==> config.mk <==
export PLATFORM = sky130hd
export DESIGN_NAME = dummy_adc
export DESIGN_NICKNAME = d
export VERILOG_FILES = /design/src/rtl/dummy_adc.sv
export SDC_FILE = /design/constraint.sdc
export NUM_CORES = 1
export LEC_CHECK = 0
export ABC_AREA = 0
export CAP_MARGIN = 20
export CELL_PAD_IN_SITES_DETAIL_PLACEMENT = 0
export CELL_PAD_IN_SITES_GLOBAL_PLACEMENT = 2
export CORE_ASPECT_RATIO = 1.2
export CORE_MARGIN = 2
export CORE_UTILIZATION = 35
export DETAILED_ROUTE_END_ITERATION = 8
export GPL_TIMING_DRIVEN = 1
export PLACE_DENSITY = 0.83
export SLEW_MARGIN = 25
export SYNTH_ARGS = -nofsm -noshare
export SYNTH_HDL_FRONTEND = slang
export SYNTH_SLANG_ARGS = --single-unit
==> constraint.sdc <==
create_clock -name clk -period 5.05 [get_ports clk]
set_input_delay 0.7575 -clock clk [delete_from_list [all_inputs] [get_ports clk]]
set_output_delay 0.7575 -clock clk [all_outputs]
set_load 0.02 [all_outputs]
==> src/rtl/dummy_adc.sv <==
// dummy_adc: stand-in ADC for the slot model. Samples the 6-bit slot bus once
// per tick, groups three samples, and writes a framed 4-byte message into the
// inbound FIFO using a two-cycle strobe per byte (data/write first, then
// fifo_clk high).
//
// Optional build macro: DUMMY_ADC_TESTPATTERN_EN
//   When defined, slot_data is ignored and samples come from a 6-bit ramp that
//   advances on every tick with direction=1.
module dummy_adc #(
    parameter int CLK_DIV    = 256,
    parameter int ADDR_WIDTH = 11
) (
    input  logic                  clk,
    input  logic                  reset,
    output logic                  fifo_clk,
    output logic [7:0]            fifo_data,
    output logic                  fifo_write,
    input  logic [ADDR_WIDTH-1:0] fifo_addr_in,
    input  logic [ADDR_WIDTH-1:0] fifo_addr_out,
    input  logic [5:0]            slot_data,
    input  logic                  direction,
    input  logic                  channels,
    output logic [7:0]            overflow_count
);

    localparam int TW = $clog2(CLK_DIV);

    typedef enum logic [1:0] {
        CAPTURE = 2'd0,
        CHECK   = 2'd1,
        WRITE   = 2'd2
    } state_t;

    state_t state, state_n;

    logic [TW-1:0]         tick_cnt;
    logic                  tick;
    logic [1:0]            sample_cnt;
    logic [2:0][5:0]       s;
    logic [5:0]            sample;
    logic [4:0]            seq;
    logic [1:0]            byte_idx;
    logic                  phase;      // 0 = phase A (data/write), 1 = phase B (strobe high)
    logic [ADDR_WIDTH-1:0] used;
    logic [ADDR_WIDTH-1:0] free;
    logic                  room;
    logic                  group_done;
    logic                  last_beat;

    assign tick       = (tick_cnt == TW'(CLK_DIV - 1));
    assign group_done = (state == CAPTURE) && tick && direction && (sample_cnt == 2'd2);
    assign last_beat  = (state == WRITE) && phase && (byte_idx == 2'd3);

    // Occupancy is the modular pointer distance; one entry is always reserved,
    // so free = depth - 1 - used, which is simply the bitwise complement.
    assign used = fifo_addr_in - fifo_addr_out;
    assign free = {ADDR_WIDTH{1'b1}} - used;
    assign room = (free >= ADDR_WIDTH'(4));

`ifdef DUMMY_ADC_TESTPATTERN_EN
    logic [5:0] ramp;

    // Deterministic sample source: ramp advances on every accepted tick
    always_ff @(posedge clk or posedge reset) begin
        if (reset)
            ramp <= '0;
        else if (tick && direction)
            ramp <= ramp + 6'd1;
    end

    assign sample = ramp;
`else
    assign sample = slot_data;
`endif

    // Free-running sample-rate divider; keeps counting in every state
    always_ff @(posedge clk or posedge reset) begin
        if (reset)
            tick_cnt <= '0;
        else if (tick)
            tick_cnt <= '0;
        else
            tick_cnt <= tick_cnt + TW'(1);
    end

    // Sample capture: fill s[0..2]; a tick with direction low discards the partial group
    always_ff @(posedge clk or posedge reset) begin
        if (reset) begin
            sample_cnt <= '0;
            s          <= '0;
        end else if (state == CAPTURE && tick) begin
            if (direction) begin
                s[sample_cnt] <= sample;
                sample_cnt    <= (sample_cnt == 2'd2) ? 2'd0 : sample_cnt + 2'd1;
            end else begin
                sample_cnt <= '0;
            end
        end
    end

    // State register
    always_ff @(posedge clk or posedge reset) begin
        if (reset)
            state <= CAPTURE;
        else
            state <= state_n;
    end

    // Next-state logic
    always_comb begin
        state_n = state;
        case (state)
            CAPTURE: if (group_done) state_n = CHECK;
            CHECK:   state_n = room ? WRITE : CAPTURE;
            WRITE:   if (phase && byte_idx == 2'd3) state_n = CAPTURE;
            default: state_n = CAPTURE;
        endcase
    end

    // Burst sequencing: byte index and A/B phase within each byte
    always_ff @(posedge clk or posedge reset) begin
        if (reset) begin
            byte_idx <= '0;
            phase    <= 1'b0;
        end else if (state == CHECK) begin
            byte_idx <= '0;
            phase    <= 1'b0;
        end else if (state == WRITE) begin
            phase <= ~phase;
            if (phase)
                byte_idx <= byte_idx + 2'd1;
        end
    end

    // FIFO-side outputs, registered so they change only on clk edges
    always_ff @(posedge clk or posedge reset) begin
        if (reset) begin
            fifo_data  <= '0;
            fifo_write <= 1'b0;
            fifo_clk   <= 1'b0;
        end else begin
            case (state)
                CHECK: begin
                    // Header is built here so channels is sampled in CHECK
                    if (room) begin
                        fifo_data  <= {2'b10, channels, seq};
                        fifo_write <= 1'b1;
                        fifo_clk   <= 1'b0;
                    end
                end
                WRITE: begin
                    if (!phase) begin
                        fifo_clk <= 1'b1;
                    end else if (byte_idx == 2'd3) begin
                        fifo_write <= 1'b0;
                        fifo_clk   <= 1'b0;
                    end else begin
                        // Payload byte n+1 carries sample n
                        fifo_clk  <= 1'b0;
                        fifo_data <= {2'b00, s[byte_idx]};
                    end
                end
                default: begin
                    fifo_write <= 1'b0;
                    fifo_clk   <= 1'b0;
                end
            endcase
        end
    end

    // Message sequence number advances only on a completed burst
    always_ff @(posedge clk or posedge reset) begin
        if (reset)
            seq <= '0;
        else if (last_beat)
            seq <= seq + 5'd1;
    end

    // Dropped-group counter, saturating
    always_ff @(posedge clk or posedge reset) begin
        if (reset)
            overflow_count <= '0;
        else if (state == CHECK && !room && overflow_count != 8'hFF)
            overflow_count <= overflow_count + 8'd1;
    end

endmodule

== Yosys cells after proc, flatten, opt, wreduce, memory -nomap -nowiden ==
Cells that the tools add are included.

* Output and inout port bits: 18
* Word-level logic and storage cells: 83
* Register bits: 56
* Input bits: 32

* Reduce and logical (&&, ||, !) cells: 18
* $lt $le $gt $ge: 4
* Equality and inequality tests: 12
* $add $sub $neg: 7
* Multiplexer cells: 28
* Bitwise logic cells: 1

{| class="wikitable"
|+ Operator list
! kind !! count
|-
| 2-to-1 mux 8 bit || 4
|-
| bitwise mux 18 bit || 1
|-
| adder 8 x 1 -> 8 bit (second input constant) || 2
|-
| 2-to-1 mux 2 bit || 8
|-
| case mux 8 bit (2 select lines) || 1
|-
| binary-select mux 6 bit (select 2 bit) || 1
|-
| demux 6 bit (select 2 bit) || 1
|-
| 2-to-1 mux 6 bit || 2
|-
| inequality test 2 bit (second input constant) || 6
|-
| greater-or-equal comparator 11 x 3 -> 1 bit (second input constant) || 1
|-
| subtractor 11 bit || 1
|-
| subtractor 11 bit (first input constant) || 1
|-
| logical AND 1 bit || 9
|-
| equality test 8 bit (second input constant) || 1
|-
| inequality test 8 bit (second input constant) || 1
|-
| 2-to-1 mux 1 bit || 7
|-
| equality test 2 bit (second input constant) || 3
|-
| less-than comparator 2 x 3 -> 1 bit (second input constant) || 2
|-
| case mux 2 bit (3 select lines) || 1
|-
| AND reduction 2 bit || 3
|-
| adder 5 x 1 -> 5 bit (second input constant) || 1
|-
| adder 2 x 1 -> 2 bit (second input constant) || 2
|-
| case mux 1 bit (2 select lines) || 2
|-
| AND reduction 4 bit || 1
|-
| 7 further kinds || 8
|}

== Longest topological paths before layout ==
Gate-level depths: netlist of run 1.

* Depth after elaboration: 6
* Depth in mapped cells: 13
* Mapped depth without buffers: 12

== Worst setup path before layout of run 1 ==
OpenSTA, ideal clock, no wires.

* Path kind: input to register
* Start: input fifo_addr_in[0]
* End: register fifo_data[0]
* Stages: 13
* Path buffers: 1
* Path slack: 1.844 ns
* Required time: 4.925 ns
* Library setup time: 0.125 ns
* Arrival: 3.081 ns
* Cell sequence: inv_1 -> ha_1 -> inv_1 -> fa_1 -> nand2b_1 -> a21oi_1 -> nor4_1 -> a311oi_1 -> nand4_2 -> nor2_4 -> a21o_1 -> buf_6 -> mux2_4

* Word-level cells in the longest chain between the ends: 5

{| class="wikitable"
|+ RTL lines
! what !! RTL line !! text
|-
| from (decl) || 18 || <nowiki>input logic [ADDR_WIDTH-1:0] fifo_addr_in,</nowiki>
|-
| subtractor 11 bit || 56 || <nowiki>assign used = fifo_addr_in - fifo_addr_out;</nowiki>
|-
| subtractor 11 bit || 57 || <nowiki>assign free = {ADDR_WIDTH{1'b1}} - used;</nowiki>
|-
| greater-or-equal comparator 11 x 3 -> 1 bit || 58 || <nowiki>assign room = (free >= ADDR_WIDTH'(4));</nowiki>
|-
| inequality test 2 bit (no source line) || -- ||
|-
| AND reduction 4 bit (no source line) || -- ||
|-
| to (signal assigned) || 146 || <nowiki>fifo_data <= {2'b10, channels, seq};</nowiki>
|-
| to (signal assigned) || 160 || <nowiki>fifo_data <= {2'b00, s[byte_idx]};</nowiki>
|-
| to (decl) || 16 || <nowiki>output logic [7:0] fifo_data,</nowiki>
|}

Every way passes these cells.
A chain may end at the register's enable or synchronous reset.

== Worst setup path in the final report of run 1 ==
* Start: input fifo_addr_out[0]
* End: register fifo_data[1]

* Word-level cells in the longest chain between the ends: 5

{| class="wikitable"
|+ RTL lines
! what !! RTL line !! text
|-
| from (decl) || 19 || <nowiki>input logic [ADDR_WIDTH-1:0] fifo_addr_out,</nowiki>
|-
| subtractor 11 bit || 56 ||
|-
| subtractor 11 bit || 57 ||
|-
| greater-or-equal comparator 11 x 3 -> 1 bit || 58 ||
|-
| inequality test 2 bit (no source line) || -- ||
|-
| AND reduction 4 bit (no source line) || -- ||
|}

Every way passes these cells.

==> flow_metrics.tcl, run 1 <==
set metrics [dict create \
    port_buffers 48 \
    synth-main-ff-cell "dfrtp_1" \
    drive_above_1_share_pct 14.1 \
    finalHoldViolCount 0 \
    yosys-top-cells-count "55 x dfrtp_1, 27 x inv_1, 26 x nor2_1" \
    synthArstFlopShare_pct 100 \
    crit_path_max_fanout 8 \
    grt_max_degree 56 \
    rsz0062_at_grt "false" \
    post-cts-setup-buffers 0 \
    swShare_pct 24.6 \
    crit_path_end_kind "flop" \
    drv_slew 0 \
    syn-num-nets 351 \
    syn_inst 301 \
    period_minus_slack_ns 3.68 \
    antenna_found_initial 0 \
    wire_per_inst_um 13.6 \
    yosys_register_bits 55 \
    comb_power_share_pct 13.6 \
    cts.sinks 55 \
    clock_power_share_pct 31.7 \
    first_pass_iters 4 \
    h-tree-depth 2 \
    crit_path_end "fifo_data[1]" \
    track_usage_pct 13.7 \
    clock_skew_ns 0.0110 \
    dpl.hpwl_um 4810 \
    die_h_um 108 \
    core-area_um2 8940 \
    die_area_um2 9830 \
    clk_pin_slew_ns 0.10 \
    antenna_cells 0 \
    hold_class "reg -> reg" \
    synth_area_leaders "dfrtp_1 43%, mux2_2 8.9%, ha_1 6.7%, xnor2_1 3.6%, inv_1 3.2%" \
    post_cts_resized 0 \
    numCtsBuffers 5 \
    synth.most_common_cell "dfrtp_1" \
    relSlewSlack_pct 52.5 \
    outcome "complete, no violations" \
    setup_viol 0 \
    clk_latency_ns 0.30 \
    fmax_mhz 272 \
    power_w 0.000804 \
    routabilityCongestion 0.743 \
    tritoncts "built" \
    criticalPathCategory "in -> reg" \
    overflow 0 \
    final_util_pct 43.0 \
    areaGrowthSynthToFinish_pct 21.4 \
    r2r-end "state[1]" \
    r2r_cells 9 \
    start_util_pct 35.4 \
    die_w_um 90.8 \
    worstPathRequired_ns 5.25 \
    syn_area_um2 3170 \
    start_kind "input pin" \
    fin_tns_setup_ns 0 \
    num_rows 38 \
    rr_startpoint "tick_cnt[0]" \
    via_per_inst 4.86 \
    fin_crit_sh_pct 72.8 \
    cts.root.buffer_cell "clkbuf_8" \
    ys_warn_count 0 \
    leakage_nw 1.82 \
    drtIter0Drc 97 \
    critPathLaunch "fifo_addr_out[0]" \
    cp.arrival_ns 3.88 \
    reg2reg_slack_ns 2.59 \
    powerDensity_nw_per_um2 209 \
    tightest_slew_ns 0.712 \
    synth_area_per_cell_um2 10.5 \
    switchingPower_w 0.000198 \
    synth_edf_count 0 \
    synth-seq-area-share_pct 43.5 \
    seqPwrFrac_pct 54.7 \
    wl_um 6380 \
    detail-route-antenna-nets 0 \
    yosysTopAreaCellShare_pct 43.5 \
    nNetsFinal 397 \
    crit_chain "clkdlybuf4s50_1 > ha_1 > inv_1 > fa_1 > nand2b_1 > a21oi_1 > nor4_1 > a311oi_1 > nand4_2 > nor2_4 > a21o_1 > mux2_4" \
    synthDistinctLibCells 49 \
    grt_pass1_wl_um 10900 \
    cts_buffer_depth 2 \
    ir_drop_v 0.000127 \
    cts_hold_buf 0 \
    via_count 2274 \
    critical-path-max-stage-delay_ns 0.46 \
    grt_pass1_vias 2261 \
    boundaryPins 50 \
    drv_cap 0 \
    internal_power_w 0.000606 \
    fillers 904 \
    yosys.area.top_type "dfrtp_1" \
    cp_slowest_cell "clkdlybuf4s50_1" \
    drc 0 \
]
==> final cells by class <==
type	count	area, um^2	share of cell area, %
inverter	27	101	2.64
timing repair buffer	49	488	12.7
multi-input combinational	209	1630	42.5
clock inverter	1	8.76	0.228
tap	120	150	3.90
clock buffer	7	86.3	2.25
sequential	55	1380	35.8
==> worst min-delay path by stage <==
stage           startpoint           to  slack (ns)  cells past startpoint
3_5_place_dp        seq[4]       seq[4]        0.47                      1
3_3_place_gp        seq[4]       seq[4]        0.46                      1
2_1_floorplan  tick_cnt[0]  tick_cnt[0]        0.45                      1
4_1_cts        tick_cnt[0]  tick_cnt[0]        0.49                      1
5_1_grt             seq[4]       seq[4]        0.50                      1
6_report       tick_cnt[0]  tick_cnt[0]        0.49                      1
==> state kept, by name, indices dropped and copies added, names as in the netlist <==
name            flops
fifo_data           7
state               2
phase               1
seq                 5
tick_cnt            8
sample_cnt          2
fifo_clk            1
byte_idx            2
s                  18
overflow_count      8
fifo_write          1
==> worst max-delay path: cells and delay by family <==
kind | cells | cell delay (ns)
adders and majority gates | 2 | 0.61
buffers and inverters | 2 | 0.52
AOI/OAI and AO/OA | 3 | 0.96
muxes | 1 | 0.34
and+or+nand+nor | 4 | 0.69
==> power by group through the flow <==
stage / combinational (W) / sequential (W) / clock [W]
floorplan: 0.0000696 / 0.000449 / 0
global placement: 0.000111 / 0.000449 / 0
detailed placement: 0.000110 / 0.000449 / 0
CTS: 0.000111 / 0.000440 / 0.000268
global route: 0.000121 / 0.000440 / 0.000286
finish: 0.000109 / 0.000440 / 0.000255
==> layer usage <==
metal	track usage, %	part of all wire, %	vias up
li1	-	-	1132
met1	17.2	45	1094
met2	24.3	50	42
met3	2.72	4.3	6
met4	3.57	1.2	0
met5	0	0	-
==> per-stage QoR <==
stage	setup WS, ns	instances	hold slack, ns	cell area [um^2]
after floorplan	1.84	301	0.445	3170
after global placement	1.03	460	0.462	3750
after detailed placement	0.992	460	0.468	3750
after CTS	1.33	468	0.490	3840
after global routing	1.17	468	0.495	3840
final	1.37	468	0.487	3840
==> cells in the final DEF, fill, tap and decap left out, types with 8 or more instances in the layout <==
cell type	synthesis	final
xnor2_1	13	13
o21ai_0	10	10
and3_1	8	8
a21oi_1	20	20
nand2_1	17	17
nor2_1	26	26
ha_1	17	17
inv_1	27	26
clkdlybuf4s50_1	0	48
mux2i_1	9	9
dfrtp_1	55	55
nand4_1	8	8
mux2_2	25	25
==> cells by family after synthesis <==
group,synth area share [%]
and+or+nand+nor,13.2
AOI/OAI and AO/OA,11.3
buffers and inverters,4.94
adders and majority gates,7.35
xor gates and xnor gates,5.49
other,0.118
muxes,14.1
DFF,43.5
Note: power is estimated with default switching activity, not from simulation.
==> run 2: changes to the inputs <==
- CORE_UTILIZATION: 35 -> 31
- PLACE_DENSITY: 0.83 -> 0.78
- clock period: 5.05 -> 3.05 ns (I/O delays scaled with it)
==> run 2 against run 1 <==
  * Hold slack lost 0.098 ns
  * Wire length rose by 6.0%
  * Core utilization is 0.73 points higher
  * Sequential share of layout area down 4.2 points
  * Setup slack got worse by 1.2 ns
  * Non-clock buffer count increased by 33
  * Die area rose by 12%
  * Sequential power up 66%
  * First-iteration DRC count decreased by 28%
  * Via count grew 4.9%
  * Critical path depth fell by 1
  * Combinational power increased by 130%
  * Critical path type unchanged
  * Highest routed layer unchanged
==> flow_metrics.tcl, run 2 (synthesis gave the netlist of run 1 again) <==
set metrics [dict create \
    outcome "complete, no violations" \
    final_cell_mix "55 x dfrtp_1, 33 x buf_4, 30 x clkdlybuf4s50_1, 26 x nor2_1, 25 x mux2_2" \
    hold_slack_ns 0.389 \
    drive_above_1_share_pct 27.6 \
    switchingPower_w 0.000375 \
    clock_skew_ns 0.00715 \
    critPathLaunch "fifo_addr_out[7]" \
    via_per_inst 4.70 \
    comb_power_share_pct 15.1 \
    grt_pass1_vias 2471 \
    start_kind "input pin" \
    cts_buffer_depth 2 \
    fin_ws_ns 0.215 \
    core-area_um2 9960 \
    clk_pin_slew_ns 0.07 \
    leakage_nw 2.17 \
    fin_tns_setup_ns 0 \
    dpl.hpwl_um 5250 \
    final_util_pct 43.7 \
    routabilityCongestion 0.784 \
    power_w 0.00163 \
    layout_commonest_cell "dfrtp_1" \
    seqPwrFrac_pct 44.8 \
    overflow 0 \
    tritoncts "built" \
    boundaryPins 50 \
    powerDensity_nw_per_um2 373 \
    wl_um 6760 \
    antenna_cells 0 \
    h-tree-depth 2 \
    worstPathRequired_ns 3.23 \
    start_util_pct 31.8 \
    drv_cap 0 \
    port_buffers 48 \
    crit_path_max_fanout 6 \
    areaGrowthSynthToFinish_pct 37.6 \
    clock_power_share_pct 40.1 \
    via_count 2385 \
    setup_viol 0 \
    grt_max_degree 29 \
    numCtsBuffers 5 \
    grt_pass1_wl_um 11300 \
    ff_latch_area_um2 1380 \
    rr_startpoint "tick_cnt[0]" \
    first_pass_iters 4 \
    pre_cts_ws_ns -0.437 \
    top_register "s" \
    fin_crit_sh_pct 92.9 \
    crit_path_end_kind "flop" \
    die_w_um 96.3 \
    relSlewSlack_pct 64.2 \
    die_h_um 115 \
    swShare_pct 23.1 \
    detail-route-antenna-nets 0 \
    num_rows 40 \
    largest_register_ffs 18 \
    multi_input_area_um2 1770 \
    period_minus_slack_ns 2.83 \
    die_area_um2 11000 \
    drv_slew 0 \
    finalHoldViolCount 0 \
    ir_drop_v 0.000219 \
    criticalPathCategory "in -> reg" \
    reg_top3 "s x18, overflow_count x8, tick_cnt x8" \
    rsz0062_at_grt "false" \
    wire_per_inst_um 13.3 \
    drc 0 \
    hold_class "in -> async" \
    cts.sinks 55 \
    drtIter0Drc 70 \
    clk_latency_ns 0.30 \
    internal_power_w 0.00125 \
    antenna_found_initial 0 \
    tightest_slew_ns 0.534 \
    cts.root.buffer_cell "clkbuf_16" \
    track_usage_pct 13.0 \
    nNetsFinal 430 \
    cp.arrival_ns 3.01 \
    fmax_mhz 353 \
    fillers 958 \
]
## run 2: cell count changes in the layout (fill, tap and decap cells not counted), moves of 3 or more
cell             before  now
buf_4                 1   33
ha_4                  0    8
o21ai_0              10    7
dlymetal6s2s_1        0   16
inv_1                26   18
clkbuf_8              6    0
ha_1                 17    8
clkbuf_16             0    5
inv_2                 1    9
clkdlybuf4s50_1      48   30
## run 2: power groups by stage
stage | clock (W) | combinational [W] | sequential (W)
after floorplan | 0 | 0.000115 | 0.000743
after global placement | 0 | 0.000221 | 0.000743
after detailed placement | 0 | 0.000223 | 0.000743
after CTS | 0.000679 | 0.000238 | 0.000728
after global routing | 0.000706 | 0.000272 | 0.000728
final | 0.000652 | 0.000246 | 0.000729
## run 2: routing by layer
layer | GRT usage [%] | part of all wire (%) | up-vias
li1 | - | - | 1198
met1 | 16.5 | 46 | 1139
met2 | 21.9 | 48 | 40
met3 | 2.37 | 3.9 | 8
met4 | 4.67 | 1.9 | 0
met5 | 0 | 0 | -
## run 2: final timing paths
check / end / slack (ns) / depth (start not counted)
max: fifo_data[2] / 0.22 / 11
min in group clk: tick_cnt[0] / 0.48 / 1
max reg2reg: state[1] / 0.61 / 9
max in group asynchronous: s[10] / 2.04 / 3
min reg2reg: tick_cnt[0] / 0.48 / 1
min: overflow_count[6] / 0.39 / 2
## run 2: metrics by stage
step | cells | area, um^2
after CTS | 507 | 4240
after floorplan | 301 | 3170
final | 507 | 4360
after global routing | 507 | 4360
after global placement | 494 | 3980
after detailed placement | 494 | 3980
## run 2: area by class of cell
class | instances | area share (%)
sequential | 55 | 31.6
clock buffer | 6 | 2.96
tap | 126 | 3.62
timing repair buffer | 82 | 18.0
inverter | 27 | 2.33
multi-input combinational | 209 | 40.6
clock inverter | 2 | 0.890
## run 2: worst max-delay path: stages
cell	delay (ns)
clkdlybuf4s50_1	0.44
ha_4	0.28
o21ai_2	0.05
a222oi_1	0.36
o21ai_1	0.18
a2111oi_4	0.31
nand4_2	0.22
nor2_4	0.13
a21o_1	0.16
buf_12	0.13
mux2_4	0.29
## run 2: what timing repair did
item                                    CTS  global route
endpoints found under the setup margin   10            15
cloned                                    0             0
resized for setup                         9            36
pin swaps                                14            16
hold buffers                              0             0
setup buffers                             5             0
